### config.mk
export PLATFORM = sky130hd
export DESIGN_NAME = sync_fifo_ctrl
export DESIGN_NICKNAME = d
export VERILOG_FILES = /design/src/rtl/sync_fifo_ctrl_pkg.sv /design/src/rtl/sync_fifo_ram.sv /design/src/rtl/sync_fifo_ctrl.sv
export SDC_FILE = /design/constraint.sdc
export NUM_CORES = 1
export LEC_CHECK = 0
export ABC_AREA = 1
export BUFFER_PORTS_ARGS = -buffer_cell sky130_fd_sc_hd__buf_2
export CORE_MARGIN = 4
export CORE_UTILIZATION = 30
export CTS_CLUSTER_SIZE = 30
export DETAILED_ROUTE_END_ITERATION = 12
export HOLD_SLACK_MARGIN = 0.03
export PLACE_DENSITY_LB_ADDON = 0.2
export SLEW_MARGIN = 25
export SYNTH_ARGS = -nofsm -noshare
export SYNTH_HDL_FRONTEND = slang
export SYNTH_SLANG_ARGS = --single-unit
### constraint.sdc
create_clock -name clk -period 3.57 [get_ports clk]
set_clock_uncertainty 0.1 [all_clocks]
set_input_delay 0 -clock clk [delete_from_list [all_inputs] [get_ports clk]]
set_output_delay 0 -clock clk [all_outputs]
set_load 0.01 [all_outputs]
### src/rtl/sync_fifo_ctrl_pkg.sv
//------------------------------------------------------------------------------
// fifo_pkg
//   Shared definitions for the single-clock FIFO controller (sync_fifo_ctrl)
//   and its storage array (sync_fifo_ram).
//   - DEFAULT_ADDR_WIDTH / DEPTH : default geometry (8 entries)
//   - flags_t / FLAGS_RESET      : registered status flags and their idle value
//   - depth_of()                 : depth from address width
//   - next_flags()               : status flags from an occupancy value
//------------------------------------------------------------------------------
package fifo_pkg;

  localparam int unsigned DEFAULT_ADDR_WIDTH = 3;
  localparam int unsigned DEPTH              = 32'd1 << DEFAULT_ADDR_WIDTH;

  typedef struct packed {
    logic wfull;
    logic rempty;
    logic almost_full;
    logic almost_empty;
  } flags_t;

  // Flag values for an empty FIFO; used both on reset and on flush.
  localparam flags_t FLAGS_RESET = '{wfull: 1'b0, rempty: 1'b1,
                                     almost_full: 1'b0, almost_empty: 1'b1};

  function automatic int unsigned depth_of(input int unsigned addr_width);
    return 32'd1 << addr_width;
  endfunction

  // All four flags are pure functions of occupancy, so the controller feeds
  // this with the next-state count and registers the result alongside it.
  function automatic flags_t next_flags(input int unsigned cnt,
                                        input int unsigned depth,
                                        input int unsigned af_margin,
                                        input int unsigned ae_margin);
    flags_t f;
    f.wfull        = (cnt == depth);
    f.rempty       = (cnt == 0);
    f.almost_full  = (cnt >= depth - af_margin);
    f.almost_empty = (cnt <= ae_margin);
    return f;
  endfunction

endpackage

### src/rtl/sync_fifo_ram.sv
//------------------------------------------------------------------------------
// sync_fifo_ram
//   Register array with one synchronous write port and one read address.
//   REG_READ=1 : o_rdata is a register loaded from mem[i_raddr] when i_re is
//                high, cleared by reset, held otherwise.
//   REG_READ=0 : o_rdata = mem[i_raddr] combinationally (i_re, rst_n unused).
//
//   clk, rst_n     clock, async active-low reset (read register only)
//   i_we, i_waddr, i_wdata   write port
//   i_re, i_raddr  read enable / read address
//   o_rdata        read data
//------------------------------------------------------------------------------
module sync_fifo_ram #(
  parameter int unsigned ADDR_WIDTH = 3,
  parameter int unsigned DATA_WIDTH = 8,
  parameter bit          REG_READ   = 1'b1
) (
  input  logic                  clk,
  input  logic                  rst_n,
  input  logic                  i_we,
  input  logic [ADDR_WIDTH-1:0] i_waddr,
  input  logic [DATA_WIDTH-1:0] i_wdata,
  input  logic                  i_re,
  input  logic [ADDR_WIDTH-1:0] i_raddr,
  output logic [DATA_WIDTH-1:0] o_rdata
);

  localparam int unsigned DEPTH = 32'd1 << ADDR_WIDTH;

  logic [DATA_WIDTH-1:0] r_mem [DEPTH];

  // NOTE: the array has no reset branch on purpose; resetting every entry
  // would turn it into a flop bank with reset muxes and nothing reads a slot
  // before it has been written.
  always_ff @(posedge clk) begin
    if (i_we) begin
      r_mem[i_waddr] <= i_wdata;
    end
  end

  generate
    if (REG_READ) begin : g_reg_read
      logic [DATA_WIDTH-1:0] r_rdata;

      // NOTE: sequential state is always assigned with <= so every flop
      // samples the pre-edge values regardless of block ordering.
      always_ff @(posedge clk or negedge rst_n) begin
        if (!rst_n) begin
          r_rdata <= '0;
        end else if (i_re) begin
          r_rdata <= r_mem[i_raddr];
        end
      end

      assign o_rdata = r_rdata;
    end else begin : g_comb_read
      // First-word-fall-through: the head entry is always on the output.
      assign o_rdata = r_mem[i_raddr];
    end
  endgenerate

endmodule

### src/rtl/sync_fifo_ctrl.sv
//------------------------------------------------------------------------------
// sync_fifo_ctrl
//   Parametrised single-clock FIFO with occupancy count, almost-full /
//   almost-empty thresholds, sticky overflow/underflow flags and a
//   synchronous flush. Pointers are plain binary (ADDR_WIDTH+1 bits, MSB
//   toggles on wrap); no synchronisers are needed.
//
//   Build option: define SYNC_FIFO_FWFT_EN for first-word-fall-through
//   (rdata combinational from the array head); otherwise rdata is registered
//   and updates on the edge that accepts a read.
//
//   Ports:
//     clk, rst_n            clock, async active-low reset
//     winc, wdata           write request / data
//     rinc                  read request
//     flush                 synchronous flush (empties FIFO, keeps errors)
//     clr_err               clear sticky error flags
//     rdata                 read data
//     wfull, rempty         full / empty
//     almost_full/_empty    threshold flags
//     count                 occupancy 0..DEPTH
//     overflow, underflow   sticky error flags
//------------------------------------------------------------------------------
module sync_fifo_ctrl
  import fifo_pkg::*;
#(
  parameter int unsigned ADDR_WIDTH = 3,
  parameter int unsigned DATA_WIDTH = 8,
  parameter int unsigned AF_MARGIN  = 2,
  parameter int unsigned AE_MARGIN  = 2
) (
  input  logic                  clk,
  input  logic                  rst_n,
  input  logic                  winc,
  input  logic [DATA_WIDTH-1:0] wdata,
  input  logic                  rinc,
  input  logic                  flush,
  input  logic                  clr_err,
  output logic [DATA_WIDTH-1:0] rdata,
  output logic                  wfull,
  output logic                  rempty,
  output logic                  almost_full,
  output logic                  almost_empty,
  output logic [ADDR_WIDTH:0]   count,
  output logic                  overflow,
  output logic                  underflow
);

  localparam int unsigned FIFO_DEPTH = depth_of(ADDR_WIDTH);

`ifdef SYNC_FIFO_FWFT_EN
  localparam bit REG_READ = 1'b0;
`else
  localparam bit REG_READ = 1'b1;
`endif

  typedef logic [ADDR_WIDTH:0] ptr_t;

  ptr_t   r_wptr;
  ptr_t   r_rptr;
  ptr_t   r_count;
  flags_t r_flags;
  logic   r_overflow;
  logic   r_underflow;

  logic   w_wr_acc;
  logic   w_rd_acc;
  ptr_t   w_wptr_nxt;
  ptr_t   w_rptr_nxt;
  ptr_t   w_count_nxt;
  flags_t w_flags_nxt;

  // Acceptance looks only at the registered flags, so a simultaneous
  // read+write on a full FIFO drops the write and on an empty FIFO drops the
  // read. Flush suppresses both.
  assign w_wr_acc = winc && !r_flags.wfull  && !flush;
  assign w_rd_acc = rinc && !r_flags.rempty && !flush;

  // NOTE: every signal assigned here gets a default first, so no path
  // leaves it unassigned and no latch is inferred.
  always_comb begin
    w_wptr_nxt  = r_wptr;
    w_rptr_nxt  = r_rptr;
    w_count_nxt = r_count;
    if (flush) begin
      w_wptr_nxt  = '0;
      w_rptr_nxt  = '0;
      w_count_nxt = '0;
    end else begin
      if (w_wr_acc) w_wptr_nxt = r_wptr + ptr_t'(1);
      if (w_rd_acc) w_rptr_nxt = r_rptr + ptr_t'(1);
      w_count_nxt = r_count + ptr_t'(w_wr_acc) - ptr_t'(w_rd_acc);
    end
    // A zero count yields FLAGS_RESET, so flush needs no special case here.
    w_flags_nxt = next_flags(32'(w_count_nxt), FIFO_DEPTH, AF_MARGIN, AE_MARGIN);
  end

  always_ff @(posedge clk or negedge rst_n) begin
    if (!rst_n) begin
      r_wptr  <= '0;
      r_rptr  <= '0;
      r_count <= '0;
      r_flags <= FLAGS_RESET;
    end else begin
      r_wptr  <= w_wptr_nxt;
      r_rptr  <= w_rptr_nxt;
      r_count <= w_count_nxt;
      r_flags <= w_flags_nxt;
    end
  end

  // Sticky errors: a set beats a same-cycle clear; flush leaves them alone.
  always_ff @(posedge clk or negedge rst_n) begin
    if (!rst_n) begin
      r_overflow  <= 1'b0;
      r_underflow <= 1'b0;
    end else if (!flush) begin
      if (winc && r_flags.wfull) begin
        r_overflow <= 1'b1;
      end else if (clr_err) begin
        r_overflow <= 1'b0;
      end
      if (rinc && r_flags.rempty) begin
        r_underflow <= 1'b1;
      end else if (clr_err) begin
        r_underflow <= 1'b0;
      end
    end
  end

  sync_fifo_ram #(
    .ADDR_WIDTH (ADDR_WIDTH),
    .DATA_WIDTH (DATA_WIDTH),
    .REG_READ   (REG_READ)
  ) u_ram (
    .clk     (clk),
    .rst_n   (rst_n),
    .i_we    (w_wr_acc),
    .i_waddr (r_wptr[ADDR_WIDTH-1:0]),
    .i_wdata (wdata),
    .i_re    (w_rd_acc),
    .i_raddr (r_rptr[ADDR_WIDTH-1:0]),
    .o_rdata (rdata)
  );

  assign wfull        = r_flags.wfull;
  assign rempty       = r_flags.rempty;
  assign almost_full  = r_flags.almost_full;
  assign almost_empty = r_flags.almost_empty;
  assign count        = r_count;
  assign overflow     = r_overflow;
  assign underflow    = r_underflow;

endmodule

==> reports/qor.log, run 1 <==
INFO  status         outcome=completed
INFO  global_route   largest_net_degree_at_the_start_of_global_routing=35
INFO  finish         final_cell_count_no_fill=609
INFO  power_and_ir_drop switching_share=0.304
INFO  power_and_ir_drop p_int=2.02mW
INFO  route          routed-via-count=2600
INFO  global_route   number_of_global_route_vias_before_repair=2473
INFO  route          route.detailed.wl_per_inst=13.8um
INFO  floorplanning  design.portCount=32
INFO  finish         final_common_cell=nand2_1
INFO  setup_path     cp_common_cell=inv_1
INFO  setup_path     timing.critical_path.arrival=2.93ns
INFO  clock_network  cts.sink_count=88
INFO  power_and_ir_drop combPwrFrac=0.238
INFO  clock_network  clock_tree_from_tritoncts=built
INFO  finish         final_util=0.364
INFO  logic_synthesis number_of_register_bits_inferred_by_synthesis=88
INFO  route          drtAntennaViolNets=0
INFO  logic_synthesis yosys_warnings=0
INFO  floorplanning  design.die.area=14900um^2
INFO  timing         setup-violations-final=0
INFO  global_route   groute.usage.overall=0.123
INFO  floorplanning  start_util=0.307
INFO  power_and_ir_drop power.switching=0.882mW
INFO  clock_network  cts.clk_slew.worst_paths=0.06ns
INFO  clock_network  clock_tree.htree_level_count=3
INFO  logic_synthesis synth_enable_flop_cells=64
INFO  setup_path     crit_path_max_fanout=11
INFO  timing         slew_headroom=0.342
INFO  clock_network  clock_insertion_delay_at_the_later_pin_of_the_skew_report=0.33ns
INFO  route          via_per_inst=4.27
INFO  clock_network  cts.path.max_buffers=2
INFO  placement      io_buffer_count=31
INFO  setup_path     start_to_end_type_of_the_worst_setup_path=in -> reg
INFO  placement      dp.cells=579
INFO  route          detailed_router_iteration_count_before_antenna_repair=4
INFO  timing         finalHoldViolCount=0
INFO  setup_path     r2r_cells=11
INFO  setup_path     worst_r2r_startpoint=rempty
INFO  placement      dpl.hpwl=5320um
INFO  setup_path     cp-end-kind=flip-flop
INFO  power_and_ir_drop share_seq_of_total_power=0.445
INFO  clock_network  post_cts.resized_instances=0
INFO  timing         report.final.slew_viol_count=0
INFO  power_and_ir_drop report.power.total=2.90mW
INFO  logic_synthesis post_synth.cell_area_avg=10.1um^2
INFO  worst_hold_path hold_path_class=in -> async
INFO  global_route   grt_first_pass_wirelength=13500um
INFO  setup_path     timing.critical_path.from=flush
INFO  timing         fin_setup_tns=0ns
INFO  setup_path     cp_cell_sequence=dlygate4sd3_1 -> buf_2 -> inv_2 -> nand3_2 -> inv_1 -> ha_1 -> inv_1 -> ha_1 -> fa_1 -> inv_1 -> nor2_1 -> nor3_2 -> nor2b_2
INFO  clock_network  numCtsBuffers=9
INFO  clock_network  post-cts-setup-buffer-count=0
INFO  floorplanning  die_h=122um
INFO  power_and_ir_drop portion_of_total_power_attributed_to_the_clock_network=0.318
INFO  setup_path     reg2reg_slack=0.82ns
INFO  route          wirelength=8430um
INFO  route          drt-initial-drc-count=145
INFO  setup_path     r2r-end=wfull
INFO  global_route   grt_overflow=0
INFO  logic_synthesis async_set_or_reset_register_ratio_after_synthesis=0.273
INFO  logic_synthesis synthesis.instances=386
INFO  finish         nNetsFinal=453
INFO  logic_synthesis post_synthesis_net_count=407
INFO  setup_path     startpoint_kind_of_the_worst_setup_timing_path=input pin
INFO  floorplanning  core.rowCount=41
INFO  power_and_ir_drop p_per_area=630nW/um^2
INFO  global_route   grt_antenna_before_repair=0
INFO  timing         maximum_clock_rate=362MHz
INFO  clock_network  cts_hold_buffers=14
INFO  timing         timing_worst_slew_pin_value=0.984ns
INFO  finish         areaGrowthSynthToFinish=18.5%
INFO  power_and_ir_drop peakVddDrop=0.239mV
INFO  setup_path     cpMaxStageDelayCell=dlygate4sd3_1
INFO  setup_path     timing.critical_path.required=3.74ns
INFO  floorplanning  core_area=12700um^2
INFO  floorplanning  chipWidth=122um
INFO  power_and_ir_drop total_leakage_power=2.10nW
INFO  logic_synthesis synthFlopType=edfxtp_1
INFO  placement      gp_congestion=0.722
INFO  flow_run       cap_viol_max_count=0
INFO  finish         most-common-layout-cells=nand2_1, inv_1, edfxtp_1
INFO  finish         antenna-diode-count=0
INFO  logic_synthesis synth.lib_cells_used.distinct=24
INFO  clock_network  clk_root_buffer_cell=clkbuf_16
INFO  timing         setup_repair_after_global_routing_missed_its_margin=false
INFO  finish         drive_gt1_frac=0.137
INFO  route          detail_route.drc_violations=0
INFO  logic_synthesis syn-cell-area=3890um^2
INFO  timing         timing.final.crit_period=2.76ns
INFO  setup_path     cpPeakStageDelay=0.53ns
INFO  timing         final_min_period_over_clock_period=0.774
INFO  logic_synthesis synth_seq_area_share=0.649
## cell families (layout without fill, tap and decap cells)
logic type               Yosys count  count (layout)  synth area share
AND/OR/NAND/NOR                  196             196             0.217
adder cells (fa/ha/maj)            7               7            0.0244
flip-flops                        88              88             0.649
buffers and inverters             84             135            0.0958
AO/OA/AOI/OAI                     11              11            0.0141
## worst max path at each step
stage,slack (ns),cells after the start,endpoint
after floorplan,1.02,12,wfull
after global placement,0.87,11,wfull
after detailed placement,0.80,11,wfull
after CTS,0.77,13,wfull
after global routing,0.56,13,wfull
final,0.81,13,wfull
## power groups by stage
stage | logic [mW] | registers (mW) | clock network [mW]
floorplan | 0.452 | 1.34 | 0
global placement | 0.677 | 1.31 | 0
detailed placement | 0.682 | 1.31 | 0
CTS | 0.704 | 1.29 | 0.941
global route | 0.801 | 1.31 | 0.991
finish | 0.690 | 1.29 | 0.923
## per-layer routing
metal  vias up  wire [um]  track usage
li1       1314          -            -
met1      1238       4040        0.170
met2        42       3940        0.192
met3         6        370       0.0274
met4         0         82       0.0420
met5         -          0            0
## critical path: cells and delay by family
kind	cells	cell delay, ns
buffers and inverters	6	1.40
adders and majority gates	3	0.94
and+or+nand+nor	4	0.59
## area by class of cell
| class | instances | area [um^2] |
|---|---|---|
| well taps | 172 | 215 |
| repair buffers | 48 | 318 |
| clock buffers | 11 | 233 |
| inverters | 71 | 269 |
| multi-input cells | 214 | 995 |
| flip-flops and latches | 88 | 2520 |
| fillers | 1296 | 8060 |
| clock inverters | 5 | 57.6 |
## synth_stat cells (2+ instances only)
cell,instances,share of area
a21oi_1,3,0.0039
buf_2,5,0.0064
buf_4,3,0.0058
buf_6,5,0.014
dfrtp_1,22,0.14
dfstp_2,2,0.014
edfxtp_1,64,0.49
ha_1,6,0.019
inv_1,66,0.064
inv_2,3,0.0029
nand2_1,122,0.12
nand2_2,2,0.0032
nand3_1,55,0.071
nor2_1,11,0.011
o21ai_0,8,0.010
## stage by stage
| stage | instance area, um^2 | worst slack, ns | hold WS [ns] |
|---|---|---|---|
| 6_report | 4610 | 0.806 | 0.0798 |
| 2_1_floorplan | 3890 | 1.02 | -0.396 |
| 4_1_cts | 4610 | 0.771 | 0.100 |
| 3_3_place_gp | 4180 | 0.871 | -0.0815 |
| 5_1_grt | 4610 | 0.564 | 0.120 |
| 3_5_place_dp | 4180 | 0.798 | -0.0734 |
## state kept, by name (all words and copies together) (netlist names)
| name | count |
|---|---|
| almost_empty | 1 |
| almost_full | 1 |
| count | 4 |
| overflow | 1 |
| r_rptr | 3 |
| r_wptr | 3 |
| rempty | 1 |
| u_ram.o_rdata | 8 |
| u_ram.r_mem | 64 |
| underflow | 1 |
| wfull | 1 |
Power figures use the tool's default switching activity.
==> inputs of run 2 (changes only) <==
Settings changed: ABC_AREA 1 to 0.
Clock period 3.57 ns to 2.9 ns, I/O delays scaled along.
==> run 2 against run 1 <==
Compared with the run above: via count is 22% lower; non-clock buffer count increased by 11; largest power group unchanged; first-iteration DRC count fell by 28%; design area down 4.5%.
==> reports/qor.log, run 2 <==
INFO  status         outcome=completed [unchanged]
INFO  route          wirelength=7330um [was 8430 um]
INFO  global_route   grt_overflow=0 [unchanged]
INFO  logic_synthesis synth_common_cells=edfxtp_1, mux2i_1, nand2_1 [was nand2_1, inv_1, edfxtp_1]
INFO  clock_network  clock_tree_from_tritoncts=built [unchanged]
INFO  timing         finalHoldViolCount=0 [unchanged]
INFO  route          top_layer_used=met4 [unchanged]
INFO  finish         nNetsFinal=322 [was 453]
INFO  finish         antenna-diode-count=0 [unchanged]
INFO  placement      gp_congestion=0.726 [was 0.722]
INFO  logic_synthesis yosys_warnings=0 [unchanged]
INFO  logic_synthesis post_synthesis_net_count=260 [was 407]
INFO  logic_synthesis syn-cell-area=3610um^2 [was 3890 um^2]
INFO  worst_hold_path hold_path_class=in -> async [unchanged]
INFO  logic_synthesis synth_seq_area_share=0.700 [was 0.649]
INFO  floorplanning  core.rowCount=39 [was 41]
INFO  placement      io_buffer_count=31 [unchanged]
INFO  logic_synthesis synth_compound_gate_area_share=0.0510 [was 0.0141]
INFO  logic_synthesis synthFlopType=edfxtp_1 [unchanged]
INFO  timing         report.final.slew_viol_count=0 [unchanged]
INFO  power_and_ir_drop total_leakage_power=1.68nW [was 2.10 nW]
INFO  route          via_per_inst=4.54 [was 4.27]
INFO  setup_path     cp-end-kind=flip-flop [unchanged]
INFO  logic_synthesis number_of_register_bits_inferred_by_synthesis=88 [unchanged]
INFO  power_and_ir_drop p_per_area=827nW/um^2 [was 630 nW/um^2]
INFO  global_route   number_of_global_route_vias_before_repair=2080 [was 2473]
INFO  finish         drive_gt1_frac=0.219 [was 0.137]
INFO  finish         register_with_the_most_flip_flops=u_ram.r_mem [unchanged]
INFO  clock_network  post_cts.resized_instances=0 [unchanged]
INFO  timing         fin_setup_tns=0ns [unchanged]
INFO  setup_path     timing.critical_path.arrival=2.65ns [was 2.93 ns]
INFO  clock_network  post-cts-setup-buffer-count=0 [unchanged]
INFO  logic_synthesis yosys-top-cells-area=edfxtp_1, dfrtp_1, mux2i_1 [was edfxtp_1, dfrtp_1, nand2_1]
INFO  global_route   groute.usage.overall=0.113 [was 0.123]
INFO  setup_path     timing.critical_path.required=3.03ns [was 3.74 ns]
INFO  logic_synthesis post_synth.cell_area_avg=15.1um^2 [was 10.1 um^2]
INFO  logic_synthesis main_combinational_cell_family_by_area_after_synthesis=multiplexers [was simple AND/OR/NAND/NOR gates]
INFO  setup_path     start_to_end_type_of_the_worst_setup_path=reg -> reg [was in -> reg]
INFO  logic_synthesis synthesis.instances=239 [was 386]
INFO  setup_path     crit_path_max_fanout=9 [was 11]
INFO  finish         final_common_cell=edfxtp_1 [was nand2_1]
INFO  timing         setup_repair_after_global_routing_missed_its_margin=false [unchanged]
INFO  setup_path     startpoint_kind_of_the_worst_setup_timing_path=flip-flop [was input pin]
INFO  timing         maximum_clock_rate=397MHz
INFO  global_route   grt_antenna_before_repair=0 [unchanged]
INFO  logic_synthesis synth_simple_gate_area_frac=0.0826 [was 0.217]
INFO  floorplanning  design.die.area=13800um^2 [was 14900 um^2]
INFO  timing         timing_worst_slew_pin_value=0.792ns [was 0.984 ns]
INFO  route          detail_route.drc_violations=0 [unchanged]
INFO  finish         most-common-layout-cells=edfxtp_1, mux2i_1, buf_2 [was nand2_1, inv_1, edfxtp_1]
INFO  clock_network  cts_hold_buffers=14 [unchanged]
INFO  finish         regArea=2530um^2 [was 2520 um^2]
INFO  floorplanning  die_h=118um [was 122 um]
INFO  placement      dpl.hpwl=4990um [was 5320 um]
INFO  clock_network  cts.clk_slew.worst_paths=0.06ns [about the same]
INFO  clock_network  cts.path.max_buffers=2 [unchanged]
INFO  logic_synthesis yosys.area_share.xor_xnor=0.0191 [was 0]
INFO  route          route.layer.met1.wl=3360um [was 4040 um]
INFO  clock_network  clock_tree.htree_level_count=3 [unchanged]
INFO  floorplanning  core_area=11600um^2 [was 12700 um^2]
INFO  route          met2WireLength=3590um [was 3940 um]
INFO  clock_network  numCtsBuffers=9 [unchanged]
INFO  logic_synthesis synth.mux.area_fraction=0.0916 [was 0]
INFO  finish         flip_flop_count_of_the_largest_register_all_copies_and_words_added=64 [unchanged]
INFO  route          met3_wire_length=249um [was 370 um]
INFO  flow_run       cap_viol_max_count=0 [unchanged]
INFO  timing         worst_hold_slack_across_all_endpoints=0.113ns [was 0.0798 ns]
INFO  route          routed-via-count=2039 [was 2600]
INFO  timing         timing.final.crit_period=2.52ns
INFO  floorplanning  design.portCount=32 [unchanged]
INFO  timing         slew_headroom=0.471 [was 0.342]
INFO  timing         setup-violations-final=0 [unchanged]
INFO  logic_synthesis synth.largest_area_cell=edfxtp_1 [unchanged]
INFO  logic_synthesis async_set_or_reset_register_ratio_after_synthesis=0.273 [unchanged]
INFO  finish         areaGrowthSynthToFinish=22.1% [was 18.5%]
INFO  logic_synthesis synth.lib_cells_used.distinct=31 [was 24]
INFO  clock_network  cts.sink_count=88 [unchanged]
INFO  finish         multi_input_area=976um^2 [was 995 um^2]
INFO  floorplanning  chipWidth=118um [was 122 um]
INFO  clock_network  clock_insertion_delay_at_the_later_pin_of_the_skew_report=0.34ns [was 0.33 ns]
INFO  logic_synthesis yosys.area_share.adder=0.0264 [was 0.0244]
INFO  power_and_ir_drop peakVddDrop=0.315mV [was 0.239 mV]
INFO  finish         count_of_filler_cells_inserted_in_the_layout=1131 [was 1296]
INFO  logic_synthesis synth_enable_flop_cells=64 [unchanged]
INFO  route          drtAntennaViolNets=0 [unchanged]
INFO  route          route.detailed.wl_per_inst=16.3um [was 13.8 um]
INFO  clock_network  clk_root_buffer_cell=clkbuf_16 [unchanged]
INFO  global_route   largest_net_degree_at_the_start_of_global_routing=25 [was 35]
INFO  route          drt-initial-drc-count=105 [was 145]
INFO  floorplanning  start_util=0.310 [was 0.307]
INFO  timing         final_min_period_over_clock_period=0.868
INFO  route          detailed_router_iteration_count_before_antenna_repair=4 [unchanged]
INFO  logic_synthesis netlist.area_leader.share=0.533 [was 0.494]
INFO  global_route   grt_first_pass_wirelength=11700um [was 13500 um]
INFO  logic_synthesis post-synth-top-count-cell=edfxtp_1 [was nand2_1]
## run 2: changes by cell type after synthesis, moves of 8 or more
cell	delta
a22oi_1	+16
o21ai_0	-8
mux2i_1	+33
nand2_1	-97
nand3_1	-46
inv_1	-60
## run 2: layout make-up
type,instances,share of cell area
sequential,88,0.574
multi-input combinational,136,0.222
timing repair buffer,59,0.0909
clock buffer,10,0.0520
tap,143,0.0406
clock inverter,6,0.0153
inverter,7,0.00597
## run 2: report_power, final
group	switching [mW]	internal (mW)
Combinational	0.460	0.405
Sequential	0.112	1.51
Clock	0.482	0.672
Total	1.05	2.59
## run 2: worst paths after layout
check / startpoint / to / slack (ns) / cells past startpoint
max in group asynchronous: rst_n / r_rptr[0] / 2.15 / 2
worst min register to register: u_ram.o_rdata[2] / u_ram.o_rdata[2] / 0.37 / 2
worst min-delay path: rst_n / overflow / 0.11 / 2
min in group clk: u_ram.o_rdata[2] / u_ram.o_rdata[2] / 0.37 / 2
worst max-delay path: rempty / wfull / 0.38 / 10
worst max register to register: rempty / wfull / 0.38 / 10
## run 2: critical path: stages (launching register included)
cell and delay [ns]:
dfstp_2 0.55, inv_1 0.05, nand3_2 0.07, inv_2 0.10
ha_1 0.30, inv_1 0.04, ha_1 0.19, fa_1 0.38
xnor2_1 0.35, nand2_1 0.08, nor3_1 0.20
## run 2: stage by stage
step	area (um^2)	power (mW)	instances	util	setup slack (ns)
2_1_floorplan	3610	2.25	239	-	0.492
3_3_place_gp	3970	2.50	419	0.342	0.467
3_5_place_dp	3970	2.50	419	0.342	0.418
4_1_cts	4400	3.70	449	0.379	0.401
5_1_grt	4400	3.84	449	0.379	0.218
6_report	4400	3.64	449	0.379	0.383
## run 2: kinds of logic after synthesis
kind of cell | count (synthesis)
AOI/OAI and AO/OA | 24
xor gates and xnor gates | 7
adders and majority gates | 7
buffers and inverters | 15
DFF | 88
muxes | 33
and+or+nand+nor | 65
## run 2: layer usage
layer	global-route usage	up-vias
met1	0.145	996
met3	0.0221	10
met5	0	-
met2	0.180	35
li1	-	998
met4	0.0571	0
==> inputs of run 3 (changes only) <==
Settings changed: PLACE_DENSITY from default to 0.56, PLACE_DENSITY_LB_ADDON 0.2 to default.
Clock period 2.9 ns to 3.1 ns, I/O delays scaled along.
==> run 3 against run 2 <==
Compared with the run above: die area did not move; combinational power fell by 7.6%; non-clock buffer count fell by 4; critical path type is now in -> reg; global-route usage fell by 0.56 points; critical path depth rose by 2; sequential power fell by 6%; utilization fell by 0.27 points; register-to-register slack improved by 0.09 ns; clock power fell by 9%; largest cell class unchanged; largest power group unchanged.
==> reports/qor.log, run 3 (synthesis gave the netlist of run 2 again) <==
INFO  finish         antenna-diode-count=0 [unchanged]
INFO  power_and_ir_drop peakVddDrop=0.322mV [was 0.315 mV]
INFO  timing         fin_setup_tns=0ns [unchanged]
INFO  floorplanning  die_h=118um [unchanged]
INFO  timing         maximum_clock_rate=371MHz
INFO  finish         areaGrowthSynthToFinish=21.3% [was 22.1%]
INFO  global_route   grt_antenna_before_repair=0 [unchanged]
INFO  timing         setup-violations-final=0 [unchanged]
INFO  timing         report.final.slew_viol_count=0 [unchanged]
INFO  setup_path     r2r-end=almost_full [was wfull]
INFO  floorplanning  design.die.area=13800um^2 [unchanged]
INFO  timing         timing.final.crit_period=2.70ns
INFO  floorplanning  core_area=11600um^2 [unchanged]
INFO  finish         final_common_cell=edfxtp_1 [unchanged]
INFO  finish         nNetsFinal=318 [was 322]
INFO  timing         timing_worst_slew_pin_value=0.903ns [was 0.792 ns]
INFO  setup_path     timing.critical_path.arrival=2.81ns [was 2.65 ns]
INFO  global_route   grt_overflow=0 [unchanged]
INFO  power_and_ir_drop p_int=2.41mW [was 2.59 mW]
INFO  setup_path     worst_r2r_startpoint=rempty [unchanged]
INFO  power_and_ir_drop portion_of_total_power_attributed_to_the_clock_network=0.312 [was 0.317]
INFO  placement      gp_congestion=0.723 [was 0.726]
INFO  placement      dp.cells=415 [was 419]
INFO  finish         most-common-layout-cells=edfxtp_1, mux2i_1, buf_2 [unchanged]
INFO  route          detailed_router_iteration_count_before_antenna_repair=6 [was 4]
INFO  setup_path     r2r_cells=10 [unchanged]
INFO  floorplanning  design.portCount=32 [unchanged]
INFO  route          detail_route.drc_violations=0 [unchanged]
INFO  finish         register_with_the_most_flip_flops=u_ram.r_mem [unchanged]
INFO  timing         setup_repair_after_global_routing_missed_its_margin=false [unchanged]
INFO  setup_path     timing.critical_path.from=flush [was rempty]
INFO  route          route.detailed.wl_per_inst=15.9um [was 16.3 um]
INFO  clock_network  cts.path.max_buffers=2 [unchanged]
INFO  setup_path     timing.critical_path.required=3.21ns [was 3.03 ns]
INFO  finish         drive_gt1_frac=0.209 [was 0.219]
INFO  power_and_ir_drop p_per_area=773nW/um^2 [was 827 nW/um^2]
INFO  finish         flip_flop_count_of_the_largest_register_all_copies_and_words_added=64 [unchanged]
INFO  global_route   groute.usage.overall=0.107 [was 0.113]
INFO  global_route   number_of_global_route_vias_before_repair=2143 [was 2080]
INFO  placement      io_buffer_count=31 [unchanged]
INFO  power_and_ir_drop combPwrFrac=0.236 [was 0.238]
INFO  floorplanning  core.rowCount=39 [unchanged]
INFO  power_and_ir_drop switching_share=0.288 [was 0.289]
INFO  setup_path     start_to_end_type_of_the_worst_setup_path=in -> reg [was reg -> reg]
INFO  power_and_ir_drop report.power.total=3.38mW [was 3.64 mW]
INFO  timing         final_min_period_over_clock_period=0.871
INFO  clock_network  cts.clk_slew.worst_paths=0.06ns [about the same]
INFO  timing         finalHoldViolCount=0 [unchanged]
INFO  route          drtAntennaViolNets=0 [unchanged]
INFO  route          routed-via-count=2056 [was 2039]
INFO  clock_network  clock_insertion_delay_at_the_later_pin_of_the_skew_report=0.33ns [was 0.34 ns]
INFO  clock_network  numCtsBuffers=9 [unchanged]
INFO  timing         slew_headroom=0.396 [was 0.471]
INFO  route          via_per_inst=4.62 [was 4.54]
INFO  clock_network  cts.sink_count=88 [unchanged]
INFO  worst_hold_path hold_path_class=in -> async [unchanged]
INFO  setup_path     cp-end-kind=flip-flop [unchanged]
INFO  clock_network  clk_root_buffer_cell=clkbuf_16 [unchanged]
INFO  power_and_ir_drop share_seq_of_total_power=0.452 [was 0.445]
INFO  floorplanning  start_util=0.310 [unchanged]
INFO  status         outcome=completed [unchanged]
INFO  setup_path     startpoint_kind_of_the_worst_setup_timing_path=input pin [was flip-flop]
INFO  setup_path     crit_path_max_fanout=16 [was 9]
INFO  finish         count_of_filler_cells_inserted_in_the_layout=1102 [was 1131]
INFO  clock_network  post_cts.resized_instances=0 [unchanged]
INFO  power_and_ir_drop total_leakage_power=1.66nW [was 1.68 nW]
INFO  floorplanning  chipWidth=118um [unchanged]
INFO  clock_network  clock_tree_from_tritoncts=built [unchanged]
INFO  setup_path     reg2reg_slack=0.47ns [was 0.38 ns]
INFO  route          wirelength=7090um [was 7330 um]
INFO  power_and_ir_drop power.switching=0.972mW [was 1.05 mW]
INFO  global_route   grt_first_pass_wirelength=11300um [was 11700 um]
INFO  flow_run       cap_viol_max_count=0 [unchanged]
INFO  clock_network  clock_tree.htree_level_count=3 [unchanged]
INFO  finish         final_cell_count_no_fill=445 [was 449]
INFO  global_route   largest_net_degree_at_the_start_of_global_routing=25 [unchanged]
INFO  placement      dpl.hpwl=4810um [was 4990 um]
INFO  route          drt-initial-drc-count=61 [was 105]
INFO  setup_path     timing.critical_path.to=almost_full [was wfull]
run 3: power groups by stage:
stage,logic (mW),registers [mW],clock network (mW)
2_1_floorplan,0.550,1.55,0
3_3_place_gp,0.782,1.55,0
3_5_place_dp,0.783,1.55,0
4_1_cts,0.812,1.53,1.08
5_1_grt,0.883,1.54,1.12
6_report,0.799,1.53,1.05
run 3: layout make-up:
| cell class | instances | area [um^2] | share of cell area |
|---|---|---|---|
| Sequential cell | 88 | 2530 | 0.578 |
| Multi-Input combinational cell | 136 | 976 | 0.223 |
| Timing Repair Buffer | 55 | 370 | 0.0847 |
| Clock buffer | 9 | 225 | 0.0515 |
| Tap cell | 143 | 179 | 0.0409 |
| Clock inverter | 7 | 70.1 | 0.0160 |
| Inverter | 7 | 26.3 | 0.00601 |
run 3: worst min path at each step:
stage / from / endpoint
2_1_floorplan: rst_n / almost_full
3_3_place_gp: rst_n / overflow
3_5_place_dp: rst_n / r_wptr[0]
4_1_cts: rst_n / overflow
5_1_grt: rst_n / overflow
6_report: rst_n / overflow
run 3: repair_timing:
item                       CTS  global route
setup buffers                0             0
hold buffers                14             0
hold endpoints to repair   104             0
setup endpoints to repair    0             0
run 3: routing by layer:
layer	track usage	vias to the layer above	routed length, um
met5	0	-	0
met4	0.0505	0	120
met3	0.0216	9	184
met2	0.187	36	3670
met1	0.126	1014	3110
li1	-	997	-
run 3: through the flow:
stage	setup WS (ns)	instance area [um^2]	hold slack (ns)	utilization
CTS	0.389	4370	0.107	0.377
floorplan	0.692	3610	-0.396	-
finish	0.401	4370	0.0958	0.377
detailed placement	0.462	3940	-0.0751	0.339
global placement	0.509	3940	-0.0822	0.339
global route	0.246	4370	0.152	0.377
run 3: worst max-delay path, stage by stage:
cell and delay (ns):
dlygate4sd3_1 0.52, buf_2 0.28, inv_1 0.18, nand3_2 0.22, inv_2 0.14, ha_1 0.30, inv_1 0.04, ha_1 0.20
fa_1 0.38, xnor2_1 0.33, nand2b_1 0.15, a21oi_1 0.06
